File: config.mk
export PLATFORM = sky130hd
export DESIGN_NAME = cfg_cmd_controller_flat
export DESIGN_NICKNAME = d
export VERILOG_FILES = /design/src/rtl/cfg_cmd_controller_if.sv /design/src/rtl/cfg_cmd_controller.sv /design/src/flat_wrapper.sv
export SDC_FILE = /design/constraint.sdc
export NUM_CORES = 1
export LEC_CHECK = 0
export ABC_CLOCK_PERIOD_IN_PS = 4500
export CAP_MARGIN = 20
export CORE_ASPECT_RATIO = 1.2
export CORE_MARGIN = 2
export CORE_UTILIZATION = 45
export CTS_BUF_LIST = sky130_fd_sc_hd__clkbuf_8
export DETAILED_ROUTE_END_ITERATION = 6
export HOLD_SLACK_MARGIN = 0.15
export RECOVER_POWER = 100
export REMOVE_ABC_BUFFERS = 1
export SETUP_SLACK_MARGIN = 0.3
export SLEW_MARGIN = 40
export SYNTH_ARGS = -nofsm -noshare
export SYNTH_HDL_FRONTEND = slang
export SYNTH_SLANG_ARGS = --single-unit
File: constraint.sdc
create_clock -name internal_clk -period 4.5 [get_ports internal_clk]
set_clock_uncertainty 0.15 [all_clocks]
set_input_delay 0.9 -clock internal_clk [delete_from_list [all_inputs] [get_ports internal_clk]]
set_output_delay 0.9 -clock internal_clk [all_outputs]
set_load 0.01 [all_outputs]
File: src/rtl/cfg_cmd_controller_if.sv
// UART byte path between the config command controller and the UART RX/TX blocks.
// Latency: none, wires only.
// Backpressure: the RX side is a one-cycle strobe; the TX side is a valid/ready pair.
interface cfg_cmd_controller_if;
  logic [7:0] rx_data;
  logic       rx_valid;
  logic [7:0] tx_data;
  logic       tx_valid;
  logic       tx_ready;

  // UART side: supplies RX bytes and accepts TX bytes
  modport master (
    output rx_data, rx_valid, tx_ready,
    input  tx_data, tx_valid
  );

  // Controller side
  modport slave (
    input  rx_data, rx_valid, tx_ready,
    output tx_data, tx_valid
  );
endinterface

File: src/rtl/cfg_cmd_controller.sv
// E32-style mode-3 config command sequencer: parses C0..C4 frames, updates params, streams responses.
// Latency: tx_valid rises 2 cycles after the last frame byte; new params are visible 1 cycle after EXEC.
// Backpressure: each TX byte is held until tx_ready; RX bytes arriving outside IDLE/RX_BODY are dropped.
// Optional inter-byte timeout is built when CFG_TIMEOUT_EN is defined.
module cfg_cmd_controller #(
  parameter logic [39:0] DEFAULT_PARAMS = 40'h00_00_1A_06_44,
  parameter logic [23:0] VERSION_BYTES  = 24'h32_27_00,
  parameter int unsigned CMD_TIMEOUT    = 1000,
  parameter int unsigned RESET_CYCLES   = 2000
) (
  input  logic               internal_clk,
  input  logic               rst_n,
  input  logic               M0_sync,
  input  logic               M1_sync,
  cfg_cmd_controller_if.slave bus,
  output logic [7:0]         ADDH,
  output logic [7:0]         ADDL,
  output logic [7:0]         SPED,
  output logic [7:0]         CHAN,
  output logic [7:0]         OPTION,
  output logic               param_update,
  output logic               AUX_cfg_ctrl
);

  localparam int RW = (RESET_CYCLES > 1) ? $clog2(RESET_CYCLES) : 1;
  localparam logic [RW-1:0] RESET_LAST = RW'(RESET_CYCLES - 1);

  typedef enum logic [2:0] {IDLE, RX_BODY, EXEC, TX_RESP, RESET_WAIT} state_t;

  state_t          state;
  logic [7:0]      hdr;
  logic [2:0]      cnt;
  logic [39:0]     body;
  logic [39:0]     active;
  logic [39:0]     saved;
  logic [2:0]      tx_idx;
  logic [7:0]      tx_dat_q;
  logic            tx_vld_q;
  logic [RW-1:0]   reset_cnt;

  logic            mode3;
  logic            hdr_valid;
  logic            is_param;
  logic [2:0]      last_cnt;
  logic [2:0]      resp_last;
  logic            timeout;

  assign mode3     = M1_sync & M0_sync;
  assign hdr_valid = (bus.rx_data >= 8'hC0) && (bus.rx_data <= 8'hC4);
  assign is_param  = (hdr == 8'hC0) || (hdr == 8'hC2);
  // Body length minus one: 5 parameter bytes for C0/C2, two header repeats otherwise
  assign last_cnt  = is_param ? 3'd4 : 3'd1;
  assign resp_last = (hdr == 8'hC3) ? 3'd3 : 3'd5;

  assign bus.tx_data  = tx_dat_q;
  assign bus.tx_valid = tx_vld_q;

  assign ADDH   = active[39:32];
  assign ADDL   = active[31:24];
  assign SPED   = active[23:16];
  assign CHAN   = active[15:8];
  assign OPTION = active[7:0];

  // Response byte idx for header h; parameter responses read the given param set
  function automatic logic [7:0] resp_byte(input logic [7:0] h, input logic [2:0] idx,
                                           input logic [39:0] p);
    logic [7:0] b;
    b = 8'h00;
    if (h == 8'hC3) begin
      case (idx)
        3'd0:    b = 8'hC3;
        3'd1:    b = VERSION_BYTES[23:16];
        3'd2:    b = VERSION_BYTES[15:8];
        3'd3:    b = VERSION_BYTES[7:0];
        default: b = 8'h00;
      endcase
    end else begin
      case (idx)
        3'd0:    b = (h == 8'hC2) ? 8'hC2 : 8'hC0;
        3'd1:    b = p[39:32];
        3'd2:    b = p[31:24];
        3'd3:    b = p[23:16];
        3'd4:    b = p[15:8];
        3'd5:    b = p[7:0];
        default: b = 8'h00;
      endcase
    end
    return b;
  endfunction

`ifdef CFG_TIMEOUT_EN
  localparam int TW = $clog2(CMD_TIMEOUT + 1);
  localparam logic [TW-1:0] TO_LAST = TW'(CMD_TIMEOUT);
  logic [TW-1:0] idle_cnt;

  assign timeout = (idle_cnt == TO_LAST);

  // Idle-gap counter: runs only in RX_BODY and restarts on every received byte
  always_ff @(posedge internal_clk or negedge rst_n) begin
    if (!rst_n) begin
      idle_cnt <= '0;
    end else if ((state != RX_BODY) || bus.rx_valid) begin
      idle_cnt <= '0;
    end else if (!timeout) begin
      idle_cnt <= idle_cnt + TW'(1);
    end
  end
`else
  // No timeout in this build; CMD_TIMEOUT is referenced so the parameter list is identical
  assign timeout = 1'b0 & (CMD_TIMEOUT != 0);
`endif

  // Command FSM with registered TX, param_update and AUX outputs
  always_ff @(posedge internal_clk or negedge rst_n) begin
    if (!rst_n) begin
      state        <= IDLE;
      hdr          <= 8'h00;
      cnt          <= 3'd0;
      body         <= 40'h0;
      active       <= DEFAULT_PARAMS;
      saved        <= DEFAULT_PARAMS;
      tx_idx       <= 3'd0;
      tx_dat_q     <= 8'h00;
      tx_vld_q     <= 1'b0;
      reset_cnt    <= '0;
      param_update <= 1'b0;
      AUX_cfg_ctrl <= 1'b1;
    end else begin
      param_update <= 1'b0;
      // AUX is released only after a full cycle spent in IDLE
      AUX_cfg_ctrl <= 1'b0;
      case (state)
        IDLE: begin
          AUX_cfg_ctrl <= 1'b1;
          if (bus.rx_valid && mode3 && hdr_valid) begin
            hdr          <= bus.rx_data;
            cnt          <= 3'd0;
            state        <= RX_BODY;
            AUX_cfg_ctrl <= 1'b0;
          end
        end
        RX_BODY: begin
          // Leaving mode 3 beats a same-cycle byte; a byte beats a same-cycle timeout
          if (!mode3) begin
            state <= IDLE;
          end else if (bus.rx_valid) begin
            if (!is_param && (bus.rx_data != hdr)) begin
              state <= IDLE;
            end else begin
              body <= {body[31:0], bus.rx_data};
              cnt  <= cnt + 3'd1;
              if (cnt == last_cnt) begin
                state <= EXEC;
              end
            end
          end else if (timeout) begin
            state <= IDLE;
          end
        end
        EXEC: begin
          case (hdr)
            8'hC0: begin
              active       <= body;
              saved        <= body;
              param_update <= 1'b1;
            end
            8'hC2: begin
              active       <= body;
              param_update <= 1'b1;
            end
            8'hC4: begin
              active       <= saved;
              param_update <= 1'b1;
            end
            default: ;
          endcase
          if (hdr == 8'hC4) begin
            reset_cnt <= '0;
            state     <= RESET_WAIT;
          end else begin
            // Byte 0 is the header only, so it does not depend on this cycle's write
            tx_idx   <= 3'd0;
            tx_dat_q <= resp_byte(hdr, 3'd0, active);
            tx_vld_q <= 1'b1;
            state    <= TX_RESP;
          end
        end
        TX_RESP: begin
          if (tx_vld_q && bus.tx_ready) begin
            if (tx_idx == resp_last) begin
              tx_vld_q <= 1'b0;
              state    <= IDLE;
            end else begin
              tx_idx   <= tx_idx + 3'd1;
              tx_dat_q <= resp_byte(hdr, tx_idx + 3'd1, active);
            end
          end
        end
        RESET_WAIT: begin
          if (reset_cnt == RESET_LAST) begin
            state <= IDLE;
          end else begin
            reset_cnt <= reset_cnt + RW'(1);
          end
        end
        default: state <= IDLE;
      endcase
    end
  end

endmodule
File: src/flat_wrapper.sv
// flat-port wrapper written by rule: the top's interface ports become plain ports
module cfg_cmd_controller_flat 
#(
  parameter logic [39:0] DEFAULT_PARAMS = 40'h00_00_1A_06_44,
  parameter logic [23:0] VERSION_BYTES  = 24'h32_27_00,
  parameter int unsigned CMD_TIMEOUT    = 1000,
  parameter int unsigned RESET_CYCLES   = 2000
)
  (internal_clk, rst_n, M0_sync, M1_sync, ADDH, ADDL, SPED, CHAN, OPTION, param_update, AUX_cfg_ctrl, bus_rx_data, bus_rx_valid, bus_tx_ready, bus_tx_data, bus_tx_valid);
  cfg_cmd_controller_if bus_i ();
  input  logic internal_clk;
  input  logic rst_n;
  input  logic M0_sync;
  input  logic M1_sync;
  output logic [7:0] ADDH;
  output logic [7:0] ADDL;
  output logic [7:0] SPED;
  output logic [7:0] CHAN;
  output logic [7:0] OPTION;
  output logic param_update;
  output logic AUX_cfg_ctrl;
  input wire logic [$bits(bus_i.rx_data)-1:0] bus_rx_data;
  input wire logic [$bits(bus_i.rx_valid)-1:0] bus_rx_valid;
  input wire logic [$bits(bus_i.tx_ready)-1:0] bus_tx_ready;
  output wire logic [$bits(bus_i.tx_data)-1:0] bus_tx_data;
  output wire logic [$bits(bus_i.tx_valid)-1:0] bus_tx_valid;
  assign bus_i.rx_data = bus_rx_data;
  assign bus_i.rx_valid = bus_rx_valid;
  assign bus_i.tx_ready = bus_tx_ready;
  assign bus_tx_data = bus_i.tx_data;
  assign bus_tx_valid = bus_i.tx_valid;
  cfg_cmd_controller #(.DEFAULT_PARAMS(DEFAULT_PARAMS), .VERSION_BYTES(VERSION_BYTES), .CMD_TIMEOUT(CMD_TIMEOUT), .RESET_CYCLES(RESET_CYCLES)) u_core (.internal_clk(internal_clk), .rst_n(rst_n), .M0_sync(M0_sync), .M1_sync(M1_sync), .bus(bus_i), .ADDH(ADDH), .ADDL(ADDL), .SPED(SPED), .CHAN(CHAN), .OPTION(OPTION), .param_update(param_update), .AUX_cfg_ctrl(AUX_cfg_ctrl));
endmodule
==> summary.md <==
| Metric | Value |
|---|---|
| Outcome | complete, but fails checks |
| Violated checks | max-capacitance violations, max-slew violations |
| Std cell rows | 51 |
| Endpoint with the worst hold slack | u_core.bus.tx_data[0]$_DFFE_PN0P_ |
| Nature of the critical path endpoint | flop |
| Mean instance size in the synthesized netlist | 12.39 um2 |
| Hold Buf Count CTS | 0 |
| Top-area cell type share of the netlist area | 0.4889 |
| Instance count of the mapped netlist | 595 |
| Portion of the post-synthesis area used by sequential elements | 0.5424 |
| Starting density of the core | 0.4566 |
| Non-filler instance count after layout | 877 |
| Post-detailed-route via-to-cell ratio | 5.447 |
| Post-route ant nets | 0 |
| DP Wirelength | 10530 um |
| Part of the power in the clock network | 0.391 |
| CTS H-tree lvls | 4 |
| Clock buffer count from CTS | 17 |
| Power density over cell area | 342.1 mW/mm2 |
| Total number of vias | 4777 |
| Adder-cell share of the synthesized area | 0.01358 |
| Initial antenna violation count | 0 |
| Worst IR Drop VDD | 212.4 uV |
| Number of placed instances with taps included | 843 |
| Wire length of the first global-routing pass | 25870 um |
| R2R Path Start | u_core.hdr[0]$_DFFE_PN0P_ |
| Number of hold violations in the final report | 0 |
| Resized cells post-CTS | 0 |
| Routed wire length per instance | 17.90 um |
| Distinct cells, synth | 62 |
| Largest buffer count on any clock path | 2 |
| Number of global-route vias before repair | 4827 |
| Reg-to-reg setup timing slack | 1020 ps |
| Number of register bits inferred by synthesis | 159 |
| Synth Area in Compound Gates | 0.08742 |
| Clock Latency Late Sink | 460 ps |
| DRT Pass-1 Iters | 6 |
| Die H | 144.2 um |
| Post-route DRC | 0 |
| Data required time at the worst endpoint | 4680 ps |
| Cell depth of the worst flop-to-flop path | 5 |
| Final-stage net count | 674 |
| Switching share of power | 0.2473 |
| Floorplan Core Area | 0.01614 mm2 |
| Total Routing Usage GR | 0.1936 |
| Slew Limit Fails | 94 |
| Number of setup buffers added after CTS | 0 |
| Highest Clock Rate | 287.4 MHz |
| Warnings from Yosys | 0 |
| Share of layout cells above drive strength 1 | 0.2211 |
| Ratio of final minimum period to clock period | 0.7732 |
| Fraction of registers with async set or reset after synthesis | 1.000 |
| Count of inserted antenna diode cells | 0 |
| MaxCap Viol Count | 3 |
| Clock tree from TritonCTS | built |
| Drt first-iter violations | 278 |
| Fraction of power consumed by combinational cells | 0.093 |
| Number of enable-type register cells in the synthesized netlist | 0 |
| RSZ-0062 raised after global routing | no |
| Arrival @ worst endpoint | 3660 ps |
| Xor and xnor fraction of the mapped netlist area | 0.01664 |
| Share of total power in sequential cells | 0.516 |
| Cell type contributing the most total cell area after synthesis | sky130_fd_sc_hd__dfrtp_1 |
| Total global routing overflow | 0 |
| Transition time at the pin with the least slew margin | 2044 ps |
| Routability congestion estimate | 0.8690 |
| Leakage power figure | 4.004 nW |
| Area of the die | 0.01742 mm2 |
| HP Class | reg -> reg |
| Post-Synth Simple-Gate Area | 0.09370 |
| Final total negative setup slack | 0 ps |
| Synth area leaders | sky130_fd_sc_hd__dfrtp_1 (49%), sky130_fd_sc_hd__mux2_2 (13%), sky130_fd_sc_hd__mux2i_1 (6.0%) |
| Setup-violating endpoint count in the final report | 0 |
| Critical setup path kind | reg -> reg |
| Most repeated cell in the gate-level netlist after synthesis | sky130_fd_sc_hd__dfrtp_1 |
| Category of the worst setup path launch point | flop |
| Time the final worst path needs with I/O delays and setup | 3479 ps |
| Most frequent cells after synthesis | sky130_fd_sc_hd__dfrtp_1 (144), sky130_fd_sc_hd__mux2_2 (88), sky130_fd_sc_hd__nor2_1 (54) |
| Root buffer cell | sky130_fd_sc_hd__clkbuf_8 |
| Post-synthesis instance area | 0.007371 mm2 |
| Ports placed on the boundary | 65 |
| Most common flop cell mapped by yosys | sky130_fd_sc_hd__dfrtp_1 |
| Critical register-to-register path endpoint | u_core.active[1]$_DFFE_PN0P_ |
| Power dissipated by switching net loads | 0.7240 mW |
| Rel. slew slack | -0.3628 |
| Clock transition time at the flip-flop clock pins of the worst setup and hold paths | 80 ps |
| Final-layout worst hold slack | 343.0 ps |
| Layout-stage area growth over the synthesis result | 16.13% |
| Largest family of logic cells by synthesized area | multiplexers |
| Fin util | 0.5302 |
| Die span in x | 120.8 um |
| Multiplexer fraction of the synthesized cell area | 0.2146 |
| Hold path depth | 1 |
| Maximum fanout encountered on the critical timing path | 41 |
| Beginning of the worst hold path | u_core.bus.tx_data[0]$_DFFE_PN0P_ |
| Maximum number of pins on one net before global-route repair | 109 |
| Sinks on Clock Net | 159 |
| Int Pwr | 2.204 mW |
| DRT Wirelength | 15700 um |
| Port Buffers | 64 |
worst max-delay path by stage:
| stage | startpoint | end | slack (ps) | depth (start not counted) |
|---|---|---|---|---|
| global route | u_core.hdr[0]$_DFFE_PN0P_ | u_core.body[7]$_DFFE_PN0P_ | 760 | 5 |
| floorplan | u_core.hdr[0]$_DFFE_PN0P_ | u_core.bus.tx_data[0]$_DFFE_PN0P_ | 1110 | 5 |
| global placement | bus_rx_data[7] | u_core.body[9]$_DFFE_PN0P_ | 900 | 6 |
| detailed placement | bus_rx_data[7] | u_core.body[8]$_DFFE_PN0P_ | 870 | 6 |
| finish | u_core.hdr[0]$_DFFE_PN0P_ | u_core.active[1]$_DFFE_PN0P_ | 1020 | 5 |
| CTS | bus_rx_data[7] | u_core.body[8]$_DFFE_PN0P_ | 1350 | 6 |
critical path, stage by stage, from the launching register on:
cell and delay, ps:
sky130_fd_sc_hd__dfrtp_1 480, sky130_fd_sc_hd__nor4_1 840, sky130_fd_sc_hd__and3_2 340, sky130_fd_sc_hd__clkbuf_2 1100
sky130_fd_sc_hd__mux2i_1 320, sky130_fd_sc_hd__a21oi_1 100
state kept, by name, indices dropped and copies added (netlist names), 3 cells and up:
name,cells
u_core.active,40
u_core.body,40
u_core.bus.tx_data,8
u_core.cnt,3
u_core.hdr,8
u_core.reset_cnt,11
u_core.saved,40
u_core.state,3
u_core.tx_idx,3
metal layers:
metal  wire (um)  vias up  GRT usage
li1            -     2257          -
met1        6965     2427     0.2507
met2        8020       82     0.3264
met3         550       11    0.04416
met4         163        0    0.05508
met5           0        -          0
cell type report:
class / count / area, um2
clock buffers: 19 / 261.5
clock inverters: 13 / 170.2
fillers: 1421 / 7585
inverters: 9 / 33.78
multi-input cells: 392 / 3069
flip-flops and latches: 159 / 3998
well taps: 212 / 265.3
repair buffers: 73 / 762.0
cells in the final DEF (no fill, tap or decap), types with 3 or more instances in the layout:
cell type	count
sky130_fd_sc_hd__nand2b_1	4
sky130_fd_sc_hd__nand3_1	10
sky130_fd_sc_hd__clkdlybuf4s50_1	11
sky130_fd_sc_hd__and2_0	5
sky130_fd_sc_hd__o21ai_0	11
sky130_fd_sc_hd__a21oi_1	47
sky130_fd_sc_hd__ha_1	8
sky130_fd_sc_hd__mux2_2	88
sky130_fd_sc_hd__buf_4	3
sky130_fd_sc_hd__bufinv_16	4
sky130_fd_sc_hd__o211ai_1	5
sky130_fd_sc_hd__xor2_1	8
sky130_fd_sc_hd__dlygate4sd3_1	53
sky130_fd_sc_hd__dfstp_2	15
sky130_fd_sc_hd__mux2i_1	44
sky130_fd_sc_hd__nand2_1	24
sky130_fd_sc_hd__a222oi_1	4
sky130_fd_sc_hd__nor4_1	3
sky130_fd_sc_hd__xnor2_1	6
sky130_fd_sc_hd__mux2_1	9
sky130_fd_sc_hd__or3_1	4
sky130_fd_sc_hd__inv_1	13
sky130_fd_sc_hd__nand4_1	3
sky130_fd_sc_hd__and3_1	4
sky130_fd_sc_hd__clkbuf_8	19
sky130_fd_sc_hd__nor2_1	54
sky130_fd_sc_hd__dfrtp_1	144
sky130_fd_sc_hd__nor3_1	4
sky130_fd_sc_hd__a2111oi_0	4
sky130_fd_sc_hd__a221o_1	6
kinds of logic (layout without fill, tap and decap cells):
| group | Yosys count | after routing |
|---|---|---|
| AOI/OAI and AO/OA | 95 | 95 |
| xor gates and xnor gates | 14 | 14 |
| adders and majority gates | 8 | 8 |
| buffers and inverters | 44 | 114 |
| DFF | 159 | 159 |
| muxes | 142 | 142 |
| and+or+nand+nor | 133 | 133 |
metrics by stage:
step,area [um2],total power [mW],setup WS (ps)
final,8559,2.928,1021
after global routing,8559,3.051,763.5
after CTS,8630,2.980,1347
after detailed placement,8198,1.827,874.2
after global placement,8138,1.820,896.4
after floorplan,7171,1.677,1115
power groups by stage:
| stage | Sequential (mW) | Clock (mW) | Combinational, mW |
|---|---|---|---|
| after floorplan | 1.54 | 0 | 0.141 |
| after global placement | 1.54 | 0 | 0.282 |
| after detailed placement | 1.54 | 0 | 0.288 |
| after CTS | 1.51 | 1.18 | 0.289 |
| after global routing | 1.52 | 1.23 | 0.300 |
| final | 1.51 | 1.15 | 0.272 |
No activity file was read; power rests on OpenSTA's default activity.
